**config.mk**
```make
export PLATFORM = sky130hd
export DESIGN_NAME = stepper_motion_ctrl
export DESIGN_NICKNAME = d
export VERILOG_FILES = /design/src/rtl/stepper_motion_ctrl.sv
export SDC_FILE = /design/constraint.sdc
export NUM_CORES = 1
export LEC_CHECK = 0
export CAP_MARGIN = 20
export CELL_PAD_IN_SITES_DETAIL_PLACEMENT = 1
export CELL_PAD_IN_SITES_GLOBAL_PLACEMENT = 1
export CORE_UTILIZATION = 41
export DETAILED_ROUTE_END_ITERATION = 8
export PLACE_DENSITY_LB_ADDON = 0.1
export SLEW_MARGIN = 20
export SYNTH_ARGS = -nofsm -noshare
export SYNTH_HDL_FRONTEND = slang
export SYNTH_SLANG_ARGS = --single-unit
```
**constraint.sdc**
```tcl
create_clock -name clk -period 8 [get_ports clk]
set_clock_uncertainty 0.2 [all_clocks]
set_input_delay 1.2 -clock clk [delete_from_list [all_inputs] [get_ports clk]]
set_output_delay 1.2 -clock clk [all_outputs]
set_load 0.02 [all_outputs]
```
**src/rtl/stepper_motion_ctrl.sv**
```systemverilog
// stepper_motion_ctrl: 2-phase stepper sequencer with a linear trapezoidal speed ramp.
// Build option: define STEPPER_HALF_STEP_EN for the 8-entry half-step coil table.
module stepper_motion_ctrl #(
  parameter int CNT_W        = 16,
  parameter int STEPS_W      = 16,
  parameter int POS_W        = 32,
  parameter int DUTY_W       = 8,
  parameter int START_PERIOD = 50000,
  parameter int MIN_PERIOD   = 1000,
  parameter int RAMP_DEC     = 500,
  parameter int RUN_DUTY     = 200,
  parameter int HOLD_DUTY    = 64
) (
  input  logic                    clk,
  input  logic                    rst_n,
  // cmd_* transfers on a rising edge where cmd_valid && cmd_ready; cmd_ready is
  // registered and high only while idle, so a command offered during a move waits.
  input  logic                    cmd_valid,
  output logic                    cmd_ready,
  input  logic [STEPS_W-1:0]      cmd_steps,
  input  logic                    cmd_dir,
  input  logic [CNT_W-1:0]        cmd_period,
  input  logic                    abort,
  output logic [3:0]              coil,
  output logic [DUTY_W-1:0]       duty,
  output logic                    step_pulse,
  output logic                    busy,
  output logic                    done,
  output logic signed [POS_W-1:0] pos,
  output logic [1:0]              state_dbg   // 0 IDLE, 1 ACCEL, 2 CRUISE, 3 DECEL
);

  typedef enum logic [1:0] {
    S_IDLE   = 2'd0,
    S_ACCEL  = 2'd1,
    S_CRUISE = 2'd2,
    S_DECEL  = 2'd3
  } state_t;

  localparam logic [CNT_W-1:0]  START_P = CNT_W'(START_PERIOD);
  localparam logic [CNT_W-1:0]  MIN_P   = CNT_W'(MIN_PERIOD);
  localparam logic [CNT_W-1:0]  RAMP_P  = CNT_W'(RAMP_DEC);
  localparam logic [DUTY_W-1:0] RUN_D   = DUTY_W'(RUN_DUTY);
  localparam logic [DUTY_W-1:0] HOLD_D  = DUTY_W'(HOLD_DUTY);

  state_t                    state, state_nxt;
  logic [2:0]                phase, phase_nxt;
  logic [CNT_W-1:0]          cnt, cnt_nxt, cnt_inc;
  logic [CNT_W-1:0]          cur_period, cur_nxt;
  logic [CNT_W-1:0]          target, target_nxt, cmd_target;
  logic [STEPS_W-1:0]        rem, rem_nxt;
  logic [STEPS_W-1:0]        ramp, ramp_nxt;
  logic                      dir, dir_nxt;
  logic                      zero_pend, zero_nxt;
  logic                      accept, step_ev, ready_nxt;
  logic signed [POS_W-1:0]   pos_nxt;

  function automatic logic [CNT_W-1:0] decel_period(input logic [CNT_W-1:0] p);
    logic [CNT_W:0] s;
    s = {1'b0, p} + {1'b0, RAMP_P};
    return (s > {1'b0, START_P}) ? START_P : s[CNT_W-1:0];
  endfunction

  // Saturates at the target instead of wrapping below zero.
  function automatic logic [CNT_W-1:0] accel_period(input logic [CNT_W-1:0] p,
                                                    input logic [CNT_W-1:0] tgt);
    if ({1'b0, p} > ({1'b0, tgt} + {1'b0, RAMP_P})) return p - RAMP_P;
    return tgt;
  endfunction

  function automatic logic [STEPS_W-1:0] ramp_down(input logic [STEPS_W-1:0] r);
    return (r == '0) ? '0 : r - STEPS_W'(1);
  endfunction

  function automatic logic [3:0] coil_pat(input logic [2:0] ph);
`ifdef STEPPER_HALF_STEP_EN
    case (ph)
      3'd0:    return 4'b0001;
      3'd1:    return 4'b0011;
      3'd2:    return 4'b0010;
      3'd3:    return 4'b0110;
      3'd4:    return 4'b0100;
      3'd5:    return 4'b1100;
      3'd6:    return 4'b1000;
      default: return 4'b1001;
    endcase
`else
    case (ph)
      3'd0:    return 4'b0011;
      3'd1:    return 4'b0110;
      3'd2:    return 4'b1100;
      3'd3:    return 4'b1001;
      default: return 4'b0000;
    endcase
`endif
  endfunction

  always_comb begin
    state_nxt  = state;
    phase_nxt  = phase;
    cnt_nxt    = cnt;
    cur_nxt    = cur_period;
    target_nxt = target;
    rem_nxt    = rem;
    ramp_nxt   = ramp;
    dir_nxt    = dir;
    pos_nxt    = pos;
    zero_nxt   = 1'b0;
    step_ev    = 1'b0;
    accept     = cmd_valid && cmd_ready;
    cmd_target = (cmd_period > MIN_P) ? cmd_period : MIN_P;
    cnt_inc    = cnt + CNT_W'(1);

    if (state == S_IDLE) begin
      if (accept) begin
        if (cmd_steps == '0) begin
          zero_nxt = 1'b1;
        end else begin
          target_nxt = cmd_target;
          cur_nxt    = (START_P > cmd_target) ? START_P : cmd_target;
          rem_nxt    = cmd_steps;
          ramp_nxt   = '0;
          cnt_nxt    = '0;
          dir_nxt    = cmd_dir;
          state_nxt  = (cur_nxt == cmd_target) ? S_CRUISE : S_ACCEL;
        end
      end
    end else begin
      if (cnt_inc >= cur_period) begin
        step_ev = 1'b1;
        cnt_nxt = '0;
        rem_nxt = rem - STEPS_W'(1);
        pos_nxt = dir ? pos + POS_W'(1) : pos - POS_W'(1);
`ifdef STEPPER_HALF_STEP_EN
        phase_nxt = phase + (dir ? 3'd1 : 3'd7);
`else
        phase_nxt = {1'b0, phase[1:0] + (dir ? 2'd1 : 2'd3)};
`endif
        if (rem_nxt == '0) begin
          state_nxt = S_IDLE;
        end else if ((state == S_ACCEL || state == S_CRUISE) && rem_nxt <= ramp) begin
          state_nxt = S_DECEL;
          cur_nxt   = decel_period(cur_period);
          ramp_nxt  = ramp_down(ramp);
        end else if (state == S_ACCEL) begin
          cur_nxt  = accel_period(cur_period, target);
          ramp_nxt = ramp + STEPS_W'(1);
          if (cur_nxt == target) state_nxt = S_CRUISE;
        end else if (state == S_DECEL) begin
          cur_nxt  = decel_period(cur_period);
          ramp_nxt = ramp_down(ramp);
        end
      end else begin
        cnt_nxt = cnt_inc;
      end
      // Abort acts on the post-step view, so a coincident step is never lost.
      if (abort && (state_nxt == S_ACCEL || state_nxt == S_CRUISE)) begin
        if (ramp_nxt < rem_nxt) rem_nxt = ramp_nxt;
        if (rem_nxt == '0) begin
          state_nxt = S_IDLE;
        end else begin
          state_nxt = S_DECEL;
          cur_nxt   = decel_period(cur_nxt);
          ramp_nxt  = ramp_down(ramp_nxt);
        end
      end
    end
    ready_nxt = (state == S_IDLE) && (state_nxt == S_IDLE);
  end

  always_ff @(posedge clk or negedge rst_n) begin
    if (!rst_n) begin
      state      <= S_IDLE;
      phase      <= '0;
      cnt        <= '0;
      cur_period <= START_P;
      target     <= START_P;
      rem        <= '0;
      ramp       <= '0;
      dir        <= 1'b0;
      zero_pend  <= 1'b0;
      pos        <= '0;
      coil       <= '0;
      duty       <= '0;
      step_pulse <= 1'b0;
      busy       <= 1'b0;
      done       <= 1'b0;
      cmd_ready  <= 1'b1;
    end else begin
      state      <= state_nxt;
      phase      <= phase_nxt;
      cnt        <= cnt_nxt;
      cur_period <= cur_nxt;
      target     <= target_nxt;
      rem        <= rem_nxt;
      ramp       <= ramp_nxt;
      dir        <= dir_nxt;
      zero_pend  <= zero_nxt;
      pos        <= pos_nxt;
      step_pulse <= step_ev;
      cmd_ready  <= ready_nxt;
      busy       <= !ready_nxt;
      // busy lags the state by one cycle, which marks the completion cycle.
      done       <= zero_pend || (state == S_IDLE && busy);
      if (state != S_IDLE || busy) coil <= coil_pat(phase);
      if (state != S_IDLE)         duty <= RUN_D;
      else if (busy)               duty <= HOLD_D;
    end
  end

  assign state_dbg = state;

endmodule

```
==> key figures <==
Synthesis
  – Largest cells by area after synthesis: dfrtp_1 22%, ha_1 11%, nand2_1 6.4%, xnor2_1 6.0%, o21ai_0 4.0%
  – Yosys top cell area share: 0.216
  – Synth Warn #: 0
  – Cells after Synth: 1705
  – Synth Cell Area: 13400 sq um
  – Main synth FF type: dfrtp_1
  – Yosys reg bits: 128
  – Syn_area_per_cell: 7.83 sq um
  – Post-synth EDFFs: 0
  – Netlist cell types: 102
  – Cell taking the most area after synthesis: dfrtp_1
  – Register area share after synthesis: 0.241
  – Ys async rst share: 1.00

Drt
  – Via count: 13500
  – Drc violations: 0
  – Drt pass-1 iters: 5
  – Total Routed Length: 49300 um
  – WL/cell: 22.4 um
  – Via/cell ratio: 6.15
  – 1st-iter DRT viols: 900
  – Post-route antenna net violation count: 0

Power
  – P_sw: 0.000335 W
  – Power Density: 96.7 nW/um^2
  – Pint: 0.00114 W
  – LEAKAGE: 6.35 nW
  – Clock power frac: 0.531
  – Register share of total power: 0.440
  – Sw Share: 0.227
  – Worst ir drop on vdd: 149 uV
  – Total power: 0.00147 W
  – Gate power share: 0.029

Setup path
  – Worst flop-to-flop path endpoint: ramp[15]
  – CP Data Arrival Time: 7.57 ns
  – Kind of critical path: register to register
  – Reg2Reg Depth: 28
  – Crit-path max FO: 12
  – Crit path capture type: register
  – Worst path slowest cell: o31ai_1
  – Setup crit start kind: register
  – Required @ worst endpoint: 8.08 ns
  – R2R Path Start: rem[3]
  – Reg2Reg Setup Slack: 0.52 ns
  – CP peak stage delay: 0.72 ns

STA
  – Tcrit/Tclk final: 0.935
  – Final WS setup: 0.520 ns
  – Highest clock rate: 134 MHz
  – Final setup violation count: 0
  – Crit path time final: 7.48 ns
  – Final hold violation count: 0
  – Headroom to the max-slew limit: 0.267
  – Worst Tran Pin Value: 1.10 ns
  – Max Transition Viols Final: 0
  – Worst hold slack: 0.238 ns

Clock network
  – CTS H-tree lvls: 4
  – Clock Root Buffer: clkbuf_16
  – Hold_buf cts: 0
  – Worst-skew pair later-pin latency: 0.43 ns
  – Longest Clk Path Bufs: 2
  – CTS Buf Count: 17
  – CTS sink cnt: 128
  – CTS tree: yes
  – Clock transition at the registers of the reported paths: 0.06 ns

Finish
  – Fin nets: 1904
  – Antenna cell count: 0
  – Fraction of layout cells with a size suffix above 1: 0.0849
  – Final Cell Area: 15300 sq um
  – Syn-to-layout area delta: 14.2%
  – Finished Layout Cells: 2201

Floorplanning
  – # IOs: 87
  – Initial Util: 0.420
  – Die area: 33300 sq um
  – Chip width: 182 um
  – Core ar.: 31800 sq um
  – # rows: 65
  – Die Ht: 182 um

GRT
  – Global-route wire length before repair: 77400 um
  – GRT Max-Usage Layer: met2
  – GRT met1 Usage: 0.376
  – Pin count of the biggest net entering global routing: 66
  – Vias in the first global route: 13800
  – GR Util met3: 0.0507
  – Grt met2 use: 0.508
  – Remaining global-route overflow: 0
  – Initial antenna violation count: 1
  – Gr usage total: 0.299

Placement
  – # port buffers: 81
  – Detailed Place HPWL: 37900 um
  – Placed cell area: 14600 sq um
  – Pre-CTS WS: 0.277 ns
  – Final GP Congestion: 0.942
  – Placed cell count: 2168

Worst hold path
  – Hold path depth: 1
  – Hold Path Sink: done
  – Class of the worst hold path: register to register
  – Worst hold path startpoint: zero_pend

Run status
  – Status: completed

Run
  – Max-Cap Viols: 0
-- flip-flops by register name, summed over array words and instances (netlist names), 2 cells and up --
signal / cells
ramp: 16
target: 16
rem: 16
cur_period: 16
coil: 4
phase: 2
state_dbg: 2
duty: 2
cnt: 16
pos: 32
-- cells in the final DEF (no fill, tap or decap), types with 50 or more instances in the layout --
master	instances
a21oi_1	82
clkdlybuf4s50_1	80
dfrtp_1	115
ha_1	112
inv_1	78
nand2_1	225
nand3_1	51
nor2_1	116
nor3_1	68
o21ai_0	107
xnor2_1	91
xor2_1	50
-- timing repair --
action | CTS | global route
setup endpoints to repair | 0 | 48
resized for setup | 0 | 11
buffers inserted | 0 | 1
endpoints found under the hold margin | 0 | 0
-- how the worst max path moves through the flow --
stage	start	endpoint	slack (ns)
global route	rem[3]	ramp[15]	-0.01
floorplan	rem[3]	cur_period[3]	1.15
global placement	rem[3]	ramp[15]	0.62
CTS	rem[3]	ramp[15]	0.25
detailed placement	rem[3]	ramp[15]	0.28
finish	rem[3]	ramp[15]	0.52
-- final cells by class --
type                    instances  area, sq um
clock inverters                10          113
repair buffers                120         1100
flip-flops and latches        128         3220
inverters                      80          300
clock buffers                  22          464
well taps                     435          544
multi-input cells            1406         9510
fillers                      3867        16500
-- synthesized netlist by cell type, drive strengths merged (23+ instances only) --
| cell type | n |
|---|---|
| nand2 | 226 |
| nor2 | 119 |
| o21ai | 117 |
| dfrtp | 115 |
| ha | 113 |
| xnor2 | 91 |
| a21oi | 85 |
| inv | 78 |
| clkbuf | 69 |
| nor3 | 68 |
| nand3 | 51 |
| xor2 | 50 |
| a21o | 32 |
| nand4 | 27 |
| buf | 26 |
| nor4 | 25 |
| o22ai | 23 |
-- per-stage QoR --
| step | TNS, ns | util |
|---|---|---|
| floorplan | 0 | - |
| global placement | 0 | 0.459 |
| detailed placement | 0 | 0.459 |
| CTS | 0 | 0.477 |
| global route | -0.00994 | 0.480 |
| finish | 0 | 0.480 |
-- power by group through the flow --
stage	Sequential, W	Clock [W]	Combinational, W
6_report	0.000648	0.000783	0.0000427
5_1_grt	0.000647	0.000826	0.0000470
4_1_cts	0.000648	0.000796	0.0000439
3_5_place_dp	0.000659	0	0.0000436
3_3_place_gp	0.000659	0	0.0000435
2_1_floorplan	0.000660	0	0.00000706
-- cells by family (layout without fill, tap and decap cells) --
group,Yosys count,in the layout,share of synthesized area
other cells,1,5,0.000281
compound gates,494,494,0.257
mux,22,22,0.0184
flops,128,128,0.241
simple gates,630,630,0.229
xor+xnor,141,141,0.0925
fa+ha+maj,114,114,0.107
buf+inv,175,232,0.0541
-- layer usage --
metal  share of wire  routed length, um  vias to the layer above
li1                -                  -                     6337
met4           0.039               1900                        4
met1            0.43              21300                     6740
met3           0.049               2440                      109
met5          0.0012                 60                        -
met2            0.48              23500                      351
-- critical path, delay by kind of cell (launching register included) --
| family | cells | cell delay [ns] |
|---|---|---|
| simple gates | 12 | 2.70 |
| compound gates | 11 | 2.65 |
| fa+ha+maj | 2 | 0.72 |
| flops | 1 | 0.50 |
| xor+xnor | 2 | 0.30 |
| buf+inv | 1 | 0.24 |
Power figures use the tool's default switching activity.
